### config.mk
export PLATFORM = sky130hd
export DESIGN_NAME = gain_ramp_ctrl
export DESIGN_NICKNAME = d
export VERILOG_FILES = /design/src/rtl/gain_ramp_ctrl.sv
export SDC_FILE = /design/constraint.sdc
export NUM_CORES = 1
export LEC_CHECK = 0
export BUFFER_PORTS_ARGS = -buffer_cell sky130_fd_sc_hd__buf_2
export CORE_MARGIN = 10
export CORE_UTILIZATION = 29
export DETAILED_ROUTE_END_ITERATION = 6
export PLACE_DENSITY = 0.45
export SYNTH_ARGS = -nofsm -noshare
export SYNTH_HDL_FRONTEND = slang
export SYNTH_SLANG_ARGS = --single-unit
### constraint.sdc
create_clock -name i_clk -period 5.55 [get_ports i_clk]
set_clock_uncertainty 0.1 [all_clocks]
set_input_delay 0 -clock i_clk [delete_from_list [all_inputs] [get_ports i_clk]]
set_output_delay 0 -clock i_clk [all_outputs]
set_load 0.01 [all_outputs]
### src/rtl/gain_ramp_ctrl.sv
// Gain ramp controller: latches gain targets over valid/ready and slews the applied gain
// by at most RAMP_STEP LSBs per sample tick. Soft mute is built only with GAIN_RAMP_SOFT_MUTE_EN.
module gain_ramp_ctrl #(
   parameter int GAIN_WIDTH   = 11,
   parameter int DEFAULT_GAIN = 16,
   parameter int RAMP_STEP    = 1
) (
   input  logic                  i_clk,
   input  logic                  i_rst,
   input  logic                  i_sample_tick,
   input  logic                  i_set_valid,
   input  logic [GAIN_WIDTH-1:0] i_set_gain,
   output logic                  o_set_ready,
   input  logic                  i_mute,
   output logic [GAIN_WIDTH-1:0] o_gain_value,
   output logic                  o_pipe_valid,
   output logic                  o_busy
);

   // state   | meaning
   // S_IDLE  | gain settled on target, new target accepted
   // S_RAMP  | stepping gain toward effective target on each sample tick
   // S_MUTED | gain held at zero, targets latched but not applied
   typedef enum logic [1:0] {
      S_IDLE = 2'd0,
      S_RAMP = 2'd1
`ifdef GAIN_RAMP_SOFT_MUTE_EN
      ,
      S_MUTED = 2'd2
`endif
   } state_t;

   localparam logic [GAIN_WIDTH-1:0] C_DEFAULT = GAIN_WIDTH'(DEFAULT_GAIN);
   localparam logic [GAIN_WIDTH-1:0] C_STEP    = GAIN_WIDTH'(RAMP_STEP);

   state_t                r_state;
   logic [GAIN_WIDTH-1:0] r_cur;
   logic [GAIN_WIDTH-1:0] r_tgt;
   logic                  r_pipe_valid;
   logic                  r_set_ready;
   logic                  r_busy;

   state_t                w_state_nxt;
   logic [GAIN_WIDTH-1:0] w_cur_nxt;
   logic [GAIN_WIDTH-1:0] w_tgt_nxt;
   logic [GAIN_WIDTH-1:0] w_eff;
   logic [GAIN_WIDTH-1:0] w_dist;
   logic [GAIN_WIDTH-1:0] w_step;
   logic                  w_up;
   logic                  w_accept;
   logic                  w_mute_act;

`ifdef GAIN_RAMP_SOFT_MUTE_EN
   assign w_mute_act = i_mute;
`else
   logic w_unused_mute;
   assign w_unused_mute = i_mute;
   assign w_mute_act    = 1'b0;
`endif

   assign w_eff = w_mute_act ? '0 : r_tgt;

   // Clamp the final step so the gain lands exactly on the target and never wraps.
   always_comb begin
      w_up   = 1'b0;
      w_dist = '0;
      w_step = r_cur;
      w_up   = (w_eff > r_cur);
      w_dist = w_up ? (w_eff - r_cur) : (r_cur - w_eff);
      if (w_dist <= C_STEP) begin
         w_step = w_eff;
      end else if (w_up) begin
         w_step = r_cur + C_STEP;
      end else begin
         w_step = r_cur - C_STEP;
      end
   end

   always_comb begin
      w_state_nxt = r_state;
      w_cur_nxt   = r_cur;
      w_tgt_nxt   = r_tgt;
      w_accept    = i_set_valid & r_set_ready;
      case (r_state)
         S_IDLE: begin
            if (w_accept) begin
               w_tgt_nxt = i_set_gain;
            end
            if (w_mute_act) begin
               if (r_cur != '0) begin
                  w_state_nxt = S_RAMP;
               end
`ifdef GAIN_RAMP_SOFT_MUTE_EN
               else begin
                  w_state_nxt = S_MUTED;
               end
`endif
            end else if (w_accept && (i_set_gain != r_cur)) begin
               w_state_nxt = S_RAMP;
            end
         end
         S_RAMP: begin
            if (i_sample_tick) begin
               w_cur_nxt = w_step;
               if (w_step == w_eff) begin
`ifdef GAIN_RAMP_SOFT_MUTE_EN
                  w_state_nxt = w_mute_act ? S_MUTED : S_IDLE;
`else
                  w_state_nxt = S_IDLE;
`endif
               end
            end
         end
`ifdef GAIN_RAMP_SOFT_MUTE_EN
         S_MUTED: begin
            w_cur_nxt = '0;
            if (w_accept) begin
               w_tgt_nxt = i_set_gain;
            end
            if (!w_mute_act) begin
               w_state_nxt = (w_tgt_nxt != '0) ? S_RAMP : S_IDLE;
            end
         end
`endif
         default: begin
            w_state_nxt = S_IDLE;
         end
      endcase
   end

   // Ready/busy are registered from the next state so they switch on the same edge as the gain.
   always_ff @(posedge i_clk) begin
      if (i_rst) begin
         r_state      <= S_IDLE;
         r_cur        <= C_DEFAULT;
         r_tgt        <= C_DEFAULT;
         r_pipe_valid <= 1'b0;
         r_set_ready  <= 1'b0;
         r_busy       <= 1'b0;
      end else begin
         r_state      <= w_state_nxt;
         r_cur        <= w_cur_nxt;
         r_tgt        <= w_tgt_nxt;
         r_pipe_valid <= i_sample_tick;
         r_set_ready  <= (w_state_nxt != S_RAMP);
         r_busy       <= (w_state_nxt == S_RAMP);
      end
   end

   assign o_gain_value = r_cur;
   assign o_pipe_valid = r_pipe_valid;
   assign o_set_ready  = r_set_ready;
   assign o_busy       = r_busy;

endmodule

==> qor.txt <==
Fill count: 1211
Summed instance area of the synthesized netlist: 0.00331 mm²
CP arrival: 5.13 ns
Most frequently used flop master after synthesis: sky130_fd_sc_hd__dfxtp_1
Unrepaired setup endpoints after global routing: no
Cell with the largest stage delay on the worst path: sky130_fd_sc_hd__or4_1
Most numerous cell types in the synthesized netlist: sky130_fd_sc_hd__a21oi_1 (37), sky130_fd_sc_hd__nand2_1 (36), sky130_fd_sc_hd__ha_1 (30), sky130_fd_sc_hd__inv_1 (30), sky130_fd_sc_hd__nor2_1 (29)
Remaining max-slew budget at the tightest pin: 21.9%
Switching portion of total power: 42.4%
Post-route clock period utilization: 91.1%
Placed inst area: 0.00361 mm²
Crit end category: flip-flop
Overall overflow remaining after global route: 0
Share of the synthesized area in the top cell type: 16.3%
Initial antenna violation count: 0
Synth top area cells: sky130_fd_sc_hd__dfxtp_1 (16%), sky130_fd_sc_hd__ha_1 (11%), sky130_fd_sc_hd__xnor2_1 (7.4%), sky130_fd_sc_hd__a21oi_1 (5.6%), sky130_fd_sc_hd__nand2_1 (4.1%)
Final setup TNS: 0 ns
Number of remaining DRC errors: 0
CP Class: flip-flop to flip-flop
Kind of start point of the critical path: flip-flop
Combinational share of power: 58.5%
CTS buffer count: 3
HPWL after detailed placement: 8920 µm
Leakage power summed over all cells: 1.55 nW
Post-synth cell types: 67
Synth Net Count: 484
H-tree Lvls: 1
Internal power: 533 µW
Setup violators final: 0
Core outline area: 0.0110 mm²
Busiest grt layer: met2
Max-slew violation count: 0
Row Count: 38
Die extent in x: 127 µm
Via count: 3239
Clock period minus worst slack: 5.06 ns
Kind of cell with the highest combined delay on the critical path: compound AO/OA/AOI/OAI gates
Post-synth EDFFs: 0
Area of the die: 0.0161 mm²
Antenna Nets Post-Route: 0
Y dimension of the die: 127 µm
Cell at the root of the clock tree: sky130_fd_sc_hd__clkbuf_16
Crit path launch: o_gain_value[8]
Mean instance size in the synthesized netlist: 7.61 µm²
Number of placed I/O pins: 30
# nets final: 518
Number of buffers on the longest clock path: 2
Worst vdd rail ir drop: 0.128 mV
Synthesis Warnings: 0
Number of hold-slack violations in the final timing report: 0
Area delta synth->final: 15.2%
Initial cell density of the core: 30.0%
Sequential fraction of the synthesis area: 16.3%
Worst flop-to-flop path startpoint: o_gain_value[8]
Clock Latency Late Sink: 0.27 ns
Synth area leader: sky130_fd_sc_hd__dfxtp_1
Total power divided by cell area: 243 mW/mm²
Final wirelength: 11000 µm
# port buffers: 28
Library cell with the highest instance count after synthesis: sky130_fd_sc_hd__a21oi_1
Total routing usage reported by global routing: 13.3%
Global placement routability congestion: 0.888
First-pass GRT wire length: 17700 µm
Cts repair resizes: 0
Met1 usage in global routing: 17.7%
Share of flip-flops with an asynchronous set or reset: 0%
ANT cells: 0
Sw Pwr: 392 µW
Clock tree from TritonCTS: built
Global routing usage on met3: 1.33%
Sinks on the clock net: 27
Clock transition at the registers of the reported paths: 0.07 ns
Relative contribution of the clock network to total power: 19.0%
Endpoint required time on the critical path: 5.62 ns
Worst Tran Pin Value: 1.17 ns
Start point of the worst hold path: i_rst
Longest individual stage delay on the worst path: 0.50 ns
Count of routing violations after the opening detailed-route iteration: 236
Max cap viols: 0
Number of global-route vias before repair: 3244
Share of layout cells above drive strength 1: 13.7%
Class of the worst hold path: input port to flip-flop
Series of cell instances along the critical path: inv_1 > ha_1 > and4_1 > nand3_1 > o22ai_1 > a311oi_1 > inv_1 > buf_4 > ha_1 > a211oi_1 > o21bai_1 > a2111o_1 > and3_1 > or4_1 > a2111oi_0 > a31oi_1 > and3b_1
F_max: 198 MHz
Flops & latches, synth: 27
Vias/cell: 5.33
Routed length per placed instance: 18.1 µm
Synth Instances: 435
Number of optimization iterations in the first detailed-route pass: 4
Sequential power share: 22.5%
CP Buf/Inv Count: 3
Post-route cell area: 0.00381 mm²
Critical Path Fanout Max: 11
Met2 Track Usage GR: 22.8%
Pin count of the biggest net entering global routing: 31
Status: finished clean
-- path summary, 6_finish.rpt --
path / to / slack (ns) / cells after the start
hold reg to reg: r_tgt[2] / 0.42 / 2
setup / recovery: o_busy / 0.49 / 17
hold / removal: o_pipe_valid / 0.15 / 2
setup reg to reg: o_busy / 0.49 / 17
-- power by group through the flow --
stage	Combinational, mW	Sequential [mW]	Clock [mW]
2_1_floorplan	0.400	0.212	0
3_3_place_gp	0.526	0.212	0
3_5_place_dp	0.530	0.212	0
4_1_cts	0.539	0.208	0.182
5_1_grt	0.600	0.209	0.184
6_report	0.541	0.208	0.176
-- sequential cells by signal, summed over array words and instances (netlist names) --
name          count
o_set_ready       1
o_busy            1
r_tgt            11
o_pipe_valid      1
o_gain_value     11
r_state           2
-- cell type report --
cell class | instances | area [µm²] | area share (%)
clock inverter | 1 | 5.00 | 0.131
tap | 140 | 175 | 4.59
timing repair buffer | 54 | 365 | 9.58
multi-input combinational | 353 | 2540 | 66.6
inverter | 30 | 113 | 2.95
clock buffer | 3 | 75.1 | 1.97
sequential | 27 | 541 | 14.2
-- repair_timing --
item / 4_1_cts / 5_1_grt
hold endpoints to repair: 13 / 0
setup buffers: 0 / 0
hold buffers: 12 / 0
-- kinds of logic (layout without fill, tap and decap cells) --
family / after synthesis / count (layout) / share of synthesized area (%)
AND/OR/NAND/NOR: 142 / 142 / 21.7
other: 1 / 1 / 0.113
XOR/XNOR: 35 / 35 / 10.1
flip-flops: 27 / 27 / 16.3
multiplexers: 2 / 2 / 0.642
AO/OA/AOI/OAI: 140 / 140 / 30.9
buffers and inverters: 55 / 88 / 7.14
adder cells (fa/ha/maj): 33 / 33 / 13.2
-- cell usage in the layout, fill, tap and decap left out, types with 8 or more instances in the layout --
cell type / synthesis / layout
sky130_fd_sc_hd__buf_4: 0 / 14
sky130_fd_sc_hd__nand2_1: 36 / 36
sky130_fd_sc_hd__xnor2_1: 28 / 28
sky130_fd_sc_hd__a21o_1: 12 / 12
sky130_fd_sc_hd__o21ai_0: 12 / 12
sky130_fd_sc_hd__dfxtp_1: 27 / 27
sky130_fd_sc_hd__buf_2: 6 / 28
sky130_fd_sc_hd__a211oi_1: 12 / 11
sky130_fd_sc_hd__nand2b_1: 8 / 8
sky130_fd_sc_hd__nor3_1: 14 / 14
sky130_fd_sc_hd__nor2b_1: 9 / 9
sky130_fd_sc_hd__inv_1: 30 / 30
sky130_fd_sc_hd__a21oi_1: 37 / 37
sky130_fd_sc_hd__nor2_1: 29 / 29
sky130_fd_sc_hd__dlygate4sd3_1: 0 / 12
sky130_fd_sc_hd__ha_1: 30 / 30
sky130_fd_sc_hd__nand3_1: 16 / 16
-- through the flow --
stage                     hold slack, ns  total power, mW  util (%)  setup slack [ns]  instances
after global placement             0.140            0.738      32.7             0.537        592
after CTS                          0.159            0.928      34.6             0.480        608
after floorplan                   0.0178            0.612         -             0.681        435
final                              0.146            0.925      34.6             0.493        608
after detailed placement           0.143            0.742      32.7             0.541        592
after global routing               0.185            0.993      34.6            0.0122        608
-- layer usage --
metal | routed length (µm) | share of wire, %
met5 | 0 | 0
met4 | 108 | 0.98
met3 | 377 | 3.4
met2 | 5250 | 48
met1 | 5260 | 48
No activity file was read; power rests on OpenSTA's default activity.
